--- src/rtl/ahb_boot_arbiter.sv ---
// Two-master AHB-Lite arbiter: the SPI boot loader (M0) owns the bus until boot_hold falls, then the RISC-V core (M1) takes over and leaves reset.
// Optional build macro ARB_WRITE_PROTECT_EN blocks core writes below PROT_LIMIT and flags them on prot_err.
module ahb_boot_arbiter #(
   parameter int unsigned HOLD_CYCLES = 16,
   parameter logic [31:0] PROT_LIMIT  = 32'h200
) (
   input  logic        clk,
   input  logic        reset,
   input  logic        boot_hold,
   input  logic [31:0] m0_haddr,
   input  logic [1:0]  m0_htrans,
   input  logic        m0_hwrite,
   input  logic [2:0]  m0_hsize,
   input  logic [31:0] m0_hwdata,
   output logic        m0_hready,
   input  logic [31:0] m1_haddr,
   input  logic [1:0]  m1_htrans,
   input  logic        m1_hwrite,
   input  logic [2:0]  m1_hsize,
   input  logic [31:0] m1_hwdata,
   output logic        m1_hready,
   output logic [31:0] m1_hrdata,
   output logic        m1_hresp,
   output logic [31:0] s_haddr,
   output logic [1:0]  s_htrans,
   output logic        s_hwrite,
   output logic [2:0]  s_hsize,
   output logic [31:0] s_hwdata,
   input  logic        s_hready,
   input  logic        s_hresp,
   input  logic [31:0] s_hrdata,
   output logic        core_rst_n,
   output logic        prot_err
);

   typedef enum logic [1:0] {
      BOOT  = 2'b00,
      DRAIN = 2'b01,
      HOLD  = 2'b10,
      RUN   = 2'b11
   } state_t;

   localparam logic [1:0] TRANS_IDLE = 2'b00;
   localparam logic [1:0] TRANS_SEQ  = 2'b11;
   localparam logic       OWNER_M0   = 1'b0;
   localparam logic       OWNER_M1   = 1'b1;
   localparam logic [7:0] HOLD_LAST  = 8'(HOLD_CYCLES - 1);

   state_t     state;
   state_t     state_nxt;
   logic       addr_owner;
   logic       addr_owner_nxt;
   logic       dp_owner;
   logic [7:0] hold_ctr;
   logic [7:0] hold_ctr_nxt;
   logic       core_rst_n_nxt;
   logic       blocked;

`ifdef ARB_WRITE_PROTECT_EN
   assign blocked = (state == RUN) && m1_htrans[1] && m1_hwrite && (m1_haddr < PROT_LIMIT);

   always_ff @(posedge clk) begin
      if (!reset) begin
         prot_err <= 1'b0;
      end else if (blocked) begin
         prot_err <= 1'b1;
      end
   end
`else
   logic unused_prot_limit;

   assign blocked           = 1'b0;
   assign prot_err          = 1'b0;
   assign unused_prot_limit = ^PROT_LIMIT;
`endif

   always_ff @(posedge clk) begin
      if (!reset) begin
         state      <= BOOT;
         addr_owner <= OWNER_M0;
         dp_owner   <= OWNER_M0;
         hold_ctr   <= 8'd0;
         core_rst_n <= 1'b0;
      end else begin
         state      <= state_nxt;
         addr_owner <= addr_owner_nxt;
         hold_ctr   <= hold_ctr_nxt;
         core_rst_n <= core_rst_n_nxt;
         if (s_hready) begin
            dp_owner <= addr_owner;
         end
      end
   end

   always_comb begin
      state_nxt      = state;
      addr_owner_nxt = addr_owner;
      hold_ctr_nxt   = hold_ctr;
      core_rst_n_nxt = core_rst_n;
      s_htrans       = TRANS_IDLE;

      case (state)
         BOOT: begin
            addr_owner_nxt = OWNER_M0;
            // Only IDLE/NONSEQ are legal loader bursts; a stray SEQ is dropped, other encodings pass.
            s_htrans = (m0_htrans == TRANS_SEQ) ? TRANS_IDLE : m0_htrans;
            if (!boot_hold) begin
               state_nxt = DRAIN;
            end
         end
         DRAIN: begin
            if (s_hready) begin
               state_nxt    = HOLD;
               hold_ctr_nxt = 8'd0;
            end
         end
         HOLD: begin
            hold_ctr_nxt = hold_ctr + 8'd1;
            if (hold_ctr == HOLD_LAST) begin
               addr_owner_nxt = OWNER_M1;
               core_rst_n_nxt = 1'b1;
               state_nxt      = RUN;
            end
         end
         RUN: begin
            addr_owner_nxt = OWNER_M1;
            s_htrans       = blocked ? TRANS_IDLE : m1_htrans;
         end
         default: begin
            state_nxt = BOOT;
         end
      endcase

      if (!reset) begin
         s_htrans = TRANS_IDLE;
      end
   end

   // Address/control follow the address owner; write data follows whoever owned the previous accepted phase.
   assign s_haddr  = (addr_owner == OWNER_M1) ? m1_haddr  : m0_haddr;
   assign s_hwrite = (addr_owner == OWNER_M1) ? m1_hwrite : m0_hwrite;
   assign s_hsize  = (addr_owner == OWNER_M1) ? m1_hsize  : m0_hsize;
   assign s_hwdata = (dp_owner == OWNER_M1)   ? m1_hwdata : m0_hwdata;

   assign m0_hready = (addr_owner == OWNER_M0) ? s_hready : (state != BOOT);
   assign m1_hready = (addr_owner == OWNER_M1) ? (blocked | s_hready) : 1'b0;
   assign m1_hresp  = (dp_owner == OWNER_M1) ? s_hresp : 1'b0;
   assign m1_hrdata = s_hrdata;

endmodule

--- config.mk ---
export PLATFORM = sky130hd
export DESIGN_NAME = ahb_boot_arbiter
export DESIGN_NICKNAME = d
export VERILOG_FILES = /design/src/rtl/ahb_boot_arbiter.sv
export SDC_FILE = /design/constraint.sdc
export NUM_CORES = 1
export LEC_CHECK = 0
export CORE_AREA = 5 5 107 109
export DETAILED_ROUTE_END_ITERATION = 10
export DIE_AREA = 0 0 112 114
export GPL_TIMING_DRIVEN = 0
export PLACE_DENSITY_LB_ADDON = 0.3
export SLEW_MARGIN = 40
export SYNTH_ARGS = -nofsm -noshare
export SYNTH_HDL_FRONTEND = slang
export SYNTH_SLANG_ARGS = --single-unit
--- constraint.sdc ---
create_clock -name clk -period 1.8 [get_ports clk]
set_input_delay 0.27 -clock clk [delete_from_list [all_inputs] [get_ports clk]]
set_output_delay 0.27 -clock clk [all_outputs]
set_load 0.01 [all_outputs]
# == Word-level counts from Yosys, hierarchy flattened ==
# Cells that the tools add are included.
# op_classes
bitwise_logic,0
mux,18
shifts,0
n_reduce_logical,9
n_div,0
n_addsub,1
n_eq_ne,8
n_lt_le_gt_ge,0
n_mul,0
# ops
op,n
$mux W32,2
$pmux W8 S2,1
$mux W2,5
$add A8 B1 Y8 const B,1
$eq A8 B4 Y1 const B,1
$mux W8,1
$eq A2 B2 Y1 const B,3
$ne A2 B2 Y1 const B,3
$pmux W2 S3,1
$reduce_and A2 Y1,3
$reduce_bool A3 Y1,2
$mux W1,5
$pmux W2 S2,1
$reduce_and A4 Y1,1
$reduce_bool A2 Y1,2
$mux W3,1
$pmux W1 S3,1
$eq A2 B1 Y1 const B,1
$logic_not A2 Y1,1
# totals
mem_bits_rw,0
word_cells,41
out_inout_bits,107
mem_count,0
mem_bits_ro,0
latchBits,0
reg_bits,13

# == Longest topological paths before layout ==
# Gate-level depths: netlist of the first run.
# depth
word_depth,4
depth_mapped,7

# == Least setup slack after synthesis of the first run ==
# No wires, ideal clock.
# synth_timing
kind,reg2reg
start,reg state[0]
end,reg hold_ctr[6]
path_stages_with_launch,8
path_slack_ps,241
n_path_buf,1
required_time_ps,1683
t_arrival_ps,1442
path_cell_list,dfxtp_1 -> inv_1 -> ha_1 -> buf_2 -> mux2i_2 -> nor3_1 -> xnor2_1 -> nor2_1
# synth_via
elab_chain_cells,3
word_cells_on_any_way,6
classes_between,3 x eq/ne; 1 x mux; 2 x reduce/logical
# synth_rtl
item,line_no,rtl
from (decl),49,state_t state;
from (signal assigned),85,state <= state_nxt;
$eq A2 B1 Y1 or $eq A2 B2 Y1 (tied branches),102,case (state)
$ne A2 B2 Y1 (no source line) or $reduce_bool A2 Y1 (tied branches),--,
$reduce_and A2 Y1 (no source line),--,
to (signal assigned),87,hold_ctr <= hold_ctr_nxt;
to (decl),54,logic [7:0] hold_ctr;
# Parallel ways exist; a longest one is shown, timed or not.
# A chain may end at the register's enable or synchronous reset.

# == Worst setup path after layout of the first run ==
# layout_timing
start,reg dp_owner
end,out s_hwdata[1]
# layout_via
elab_chain_cells,1
# layout_rtl
item,line_no,rtl
from (decl),53,logic dp_owner;
from (signal assigned),90,dp_owner <= addr_owner;
$mux W32,143,assign s_hwdata = (dp_owner == OWNER_M1) ? m1_hwdata : m0_hwdata;
to (decl),28,"output logic [31:0] s_hwdata,"
# Every way passes these cells.

==> out/qor.yml, run 1 <==
status: "completed"
synth-edff-count: 0
postRouteAntennaNets: 0
reg2reg_slack_ns: 0.15
grtUsageMet3_pct: 4.668
synthMuxAreaShare_pct: 44.01
grt_use_total_pct: 11.85
dr.pass1.iters: 4
dieArea_um2: 12770
crit_type: "register to output pin"
grt_max_degree: 11
htreeDepth: 1
grt_pass1_vias: 2531
synth_seq_cells: 13
drc: 0
rsz0062_at_grt: "no"
clk_latency_ns: 0.25
syn_area_um2: 1817
cpMaxStageDelayCell: "clkdlybuf4s50_1"
pwr-share-clk_pct: 9.1
finalHoldViolCount: 0
core_area_um2: 10510
syn_area_per_cell_um2: 8.994
setup_viol: 0
skew_ns: 0.004576
crit_end: "s_hwdata[1]"
start_util_pct: 17.29
grtUsageMet2_pct: 21.78
cts.sinks: 13
nNetsFinal: 641
power_mw: 2.911
numCtsBuffers: 3
power.switching_mw: 1.069
cts_hold_buf: 0
ys_types: 33
async_flop_share_pct: 0
cp-end-kind: "output pin"
p_int_mw: 1.842
syn_nets: 386
critPathTopFamily: "buffers and inverters"
hold_path.class: "register to register"
power.density_nw_per_um2: 641.1
crit_arrival_ns: 1.45
synth_compound_area_share_pct: 6.405
timing.rr.start: "state[1]"
leakagePower_nw: 1.873
fin_ws_ns: 0.08071
worstHoldStart: "state[1]"
startpoint: "dp_owner"
pwr-share-seq_pct: 13.8
cts_tree: "built"
crit_path_max_fanout: 6
synth_fa_ha_area_share_pct: 4.821
antenna_found_initial: 0
synth_most_common_cell: "mux2_2"
chipHeight_um: 114
placementRows: 38
maxCapViolCount: 0
synthTopCellsByCount: "68 x mux2_2, 33 x buf_4, 13 x dfxtp_1"
routed_via_density: 4.003
yosysWarningCount: 0
max_stage_delay_ns: 0.49
synthSimpleGateAreaFrac_pct: 12.40
yosys.area.top_type: "mux2_2"
hpwlAfterDp_mm: 7.668
ir_worst_vdd_mv: 0.3069
area_delta_synth_final_pct: 149.9
place_ws_ns: -0.4686
synth_xor_area_share_pct: 1.446
clock_path_buffers: 2
finalCritPeriodShare_pct: 95.52
combPwrFrac_pct: 77.1
crit_cells: 2
n_antenna_cell: 0
clock-root-buffer: "clkbuf_8"
ys_seq_area_share_pct: 14.33
crit_chain: "mux2_2, clkdlybuf4s50_1"
final_layout_size_suffix_gt1_share_pct: 27.19
drt_iter0_drc: 71
slew_viol_final: 0
port_buffers: 250
holdWs_ns: 0.4872
synth_top_area_share_pct: 42.15
dieWidth_um: 112
synthFlopType: "dfxtp_1"
drt_wl_total_mm: 8.579
cts.clk_slew.worst_paths_ns: 0.06
grt.overflow.total: 0
synth_top_family_by_area: "multiplexers"
grt_pass1_wl_mm: 12.59
reg2regPathDepth: 6
r2r_end: "hold_ctr[7]"
busiest_layer: "met2"
crit_buf_inv: 1
cp.required_ns: 1.53
max_freq_ghz: 0.5816
synth_cells: 202
num_io_pins: 284
period_needed_ns: 1.719
met1_usage_pct: 13.01
wl_per_cell_um: 14.39
num_vias: 2386
cp-start-kind: "register"
synth_area_leaders: "mux2_2 42%, dfxtp_1 14%, buf_4 14%"
switching_share_pct: 36.72
place_congestion: 0.8017
power by group through the flow:
stage | Sequential [mW] | Clock (mW) | Combinational [mW]
2_1_floorplan | 0.368 | 0 | 1.19
3_3_place_gp | 0.377 | 0 | 2.40
3_5_place_dp | 0.381 | 0 | 2.41
4_1_cts | 0.404 | 0.270 | 2.27
5_1_grt | 0.415 | 0.288 | 2.44
6_report | 0.402 | 0.265 | 2.25
layer usage:
layer  vias to the layer above  routed length [µm]
li1                       1178                   -
met5                         -                   0
met2                       166                4298
met3                        11                1049
met1                      1031                3111
met4                         0                 120
how the worst min path moves through the flow:
stage / to / slack (ns) / cells after the start
after floorplan: state[0] / 0.42 / 2
after global placement: state[1] / 0.48 / 2
after detailed placement: core_rst_n / 0.49 / 2
after CTS: state[1] / 0.49 / 2
after global routing: state[1] / 0.51 / 2
final: state[1] / 0.49 / 2
sequential cells by signal, summed over array words and instances (netlist names):
signal	cells
dp_owner	1
addr_owner	1
hold_ctr	8
state	2
core_rst_n	1
cell usage in the layout, fill, tap and decap left out, types with 2 or more instances in the layout:
cell type / count
a21oi_1: 8
and2_1: 3
buf_2: 3
buf_4: 34
buf_6: 3
clkbuf_1: 2
clkbuf_8: 6
clkdlybuf4s50_1: 177
dfxtp_1: 9
dfxtp_2: 2
dfxtp_4: 2
dlygate4sd2_1: 70
ha_1: 7
inv_1: 3
mux2_2: 68
mux2i_1: 2
nand2_1: 11
nand2b_1: 4
nand3_1: 2
nor2_1: 10
nor2b_1: 5
nor3_1: 2
o21ai_0: 3
or3_1: 2
xnor2_1: 3
cells by family (layout without fill, tap and decap cells):
kind of cell    after synthesis  after routing
flops                        13             13
xor+xnor                      3              3
simple gates                 43             43
compound gates               18             18
other cells                   1              1
buf+inv                      46            300
mux                          71             71
fa+ha+maj                     7              7
timing repair:
| item | 4_1_cts | 5_1_grt |
|---|---|---|
| endpoints found under the setup margin | 73 | 7 |
| buffers inserted | 1 | 0 |
| gates resized for setup | 105 | 3 |
cell type report:
type / count / area, µm²
plain buffers: 42 / 356.6
clock buffers: 4 / 45.04
fillers: 1034 / 5967
inverters: 3 / 11.26
multi-input cells: 143 / 1267
flip-flops and latches: 13 / 270.3
well taps: 140 / 175.2
repair buffers: 251 / 2415
worst register-to-register path, delay by kind of cell (launching register included):
family        cells  cell delay (ns)
xor+xnor          1             0.15
fa+ha+maj         1             0.29
buf+inv           1             0.09
flops             1             0.35
mux               1             0.27
simple gates      2             0.40
per-stage QoR:
stage	setup TNS [ns]	util (%)	instances	instance area, µm²
final	0	43.21	596	4541
after detailed placement	-21.89	42.77	592	4494
after global placement	-21.43	42.77	592	4494
after CTS	0	43.17	596	4536
after floorplan	0	-	202	1817
after global routing	0	43.21	596	4541
Power figures use the tool's default switching activity.
==> inputs of run 2 (changes only) <==
--- a/config.mk
+++ b/config.mk
@@ -5,7 +5,7 @@
 export SDC_FILE = /design/constraint.sdc
 export NUM_CORES = 1
 export LEC_CHECK = 0
-export CORE_AREA = 5 5 107 109
+export CORE_AREA = 2 2 110 112
 export DETAILED_ROUTE_END_ITERATION = 10
 export DIE_AREA = 0 0 112 114
 export GPL_TIMING_DRIVEN = 0
@@ -14,3 +14,4 @@
 export SYNTH_ARGS = -nofsm -noshare
 export SYNTH_HDL_FRONTEND = slang
 export SYNTH_SLANG_ARGS = --single-unit
+export TNS_END_PERCENT = 30
==> out/qor.yml, run 2 (synthesis gave the netlist of run 1 again) <==
top_register: "hold_ctr"
max_freq_ghz: 0.5339
drt_wl_total_mm: 8.462
hold_path.class: "register to register"
area_delta_synth_final_pct: 160.3
reg2regPathDepth: 6
largest_reg_flops: 8
htreeDepth: 1
ir_worst_vdd_mv: 0.3539
crit_path_max_fanout: 10
violations: "negative setup slack"
postRouteAntennaNets: 0
largestRegisters: "hold_ctr: 8 flops, state: 2 flops"
skew_ns: 0.001163
cts_tree: "built"
critPathTopFamily: "buffers and inverters"
setup_viol: 5
cp-end-kind: "output pin"
cts_hold_buf: 0
grt_max_degree: 11
nNetsFinal: 641
grt_pass1_wl_mm: 12.09
placementRows: 40
drt_iter0_drc: 94
fin_ws_ns: -0.07311
power.density_nw_per_um2: 681.8
grt.overflow.total: 0
drc: 0
nFillCells: 1174
finalCritPeriodShare_pct: 104.1
period_needed_ns: 1.873
dr.pass1.iters: 4
num_vias: 2412
hpwlAfterDp_mm: 7.364
dieWidth_um: 112
cts.sinks: 13
core_area_um2: 11710
numCtsBuffers: 3
clk_latency_ns: 0.24
finalHoldViolCount: 0
wl_per_cell_um: 14.03
clock-root-buffer: "clkbuf_16"
crit_buf_inv: 2
dieArea_um2: 12770
final_common_cell: "clkdlybuf4s50_1"
grt_pass1_vias: 2437
routed_via_density: 4.000
multiInputGateArea_um2: 1280
final_layout_size_suffix_gt1_share_pct: 28.29
crit_cells: 3
crit_chain: "buf_6, mux2_2, clkdlybuf4s50_1"
crit_type: "register to output pin"
maxCapViolCount: 0
placed_cells_incl_taps: 599
register_area_um2: 272.8
place_ws_ns: -0.4620
cp.required_ns: 1.53
finalNonFillerCells: 603
max_stage_delay_ns: 0.47
clock_path_buffers: 2
num_io_pins: 284
place_congestion: 0.7511
slew_viol_final: 0
grt_use_total_pct: 11.60
status: "complete, but fails checks"
port_buffers: 250
cpMaxStageDelayCell: "clkdlybuf4s50_1"
n_antenna_cell: 0
cp-start-kind: "register"
start_util_pct: 15.51
hold_depth: 2
chipHeight_um: 114
rsz0062_at_grt: "yes"
leakagePower_nw: 2.097
crit_arrival_ns: 1.60
mostFrequentLayoutCells: "183 x clkdlybuf4s50_1, 68 x mux2_2, 35 x dlygate4sd2_1, 34 x buf_4, 30 x dlymetal6s2s_1"
cts.clk_slew.worst_paths_ns: 0.05
antenna_found_initial: 0
## run 2: worst paths after layout
check                                start     endpoint  slack [ns]
worst min register to register    state[1]     state[1]        0.49
worst min-delay path              state[1]     state[1]        0.49
worst max-delay path            addr_owner  s_haddr[14]       -0.07
worst max register to register    state[1]  hold_ctr[7]        0.14
## run 2: final cells by class
| class | instances | share of cell area, % |
|---|---|---|
| repair buffers | 251 | 53.78 |
| multi-input cells | 143 | 27.06 |
| plain buffers | 42 | 7.593 |
| flip-flops and latches | 13 | 5.767 |
| well taps | 147 | 3.889 |
| clock buffers | 4 | 1.667 |
| inverters | 3 | 0.2381 |
## run 2: where the power goes
| part | total [mW] | internal (mW) | leakage [nW] | switching, mW |
|---|---|---|---|---|
| logic | 2.39 | 1.46 | 1.95 | 0.924 |
| registers | 0.414 | 0.347 | 0.108 | 0.0673 |
| clock network | 0.422 | 0.299 | 0.0382 | 0.123 |
| total | 3.22 | 2.11 | 2.10 | 1.11 |
## run 2: timing repair
item,CTS,global route
resized for setup,66,42
setup endpoints to repair,75,43
buffers inserted,1,0
## run 2: stage by stage
stage	cell area [µm²]	total power, mW	TNS, ns	hold WS, ns	utilization, %
5_1_grt	4730	3.445	-0.5776	0.5094	40.38
4_1_cts	4623	3.248	-4.674	0.4842	39.48
3_3_place_gp	4503	2.786	-21.32	0.4840	38.45
3_5_place_dp	4503	2.802	-22.73	0.4988	38.45
2_1_floorplan	1817	1.562	0	0.4214	-
6_report	4730	3.225	-0.3415	0.4904	40.38
## run 2: worst min-delay path, delay by kind of cell, from the launching register on
family,cells,cell delay (ns)
flip-flops,1,0.33
AND/OR/NAND/NOR,1,0.06
multiplexers,1,0.06
## run 2: routing by layer
metal | part of all wire, % | track usage (%) | up-vias
li1 | - | - | 1181
met1 | 37 | 13.25 | 1055
met2 | 52 | 22.14 | 172
met3 | 10 | 3.029 | 4
met4 | 0.52 | 1.707 | 0
met5 | 0 | 0 | -
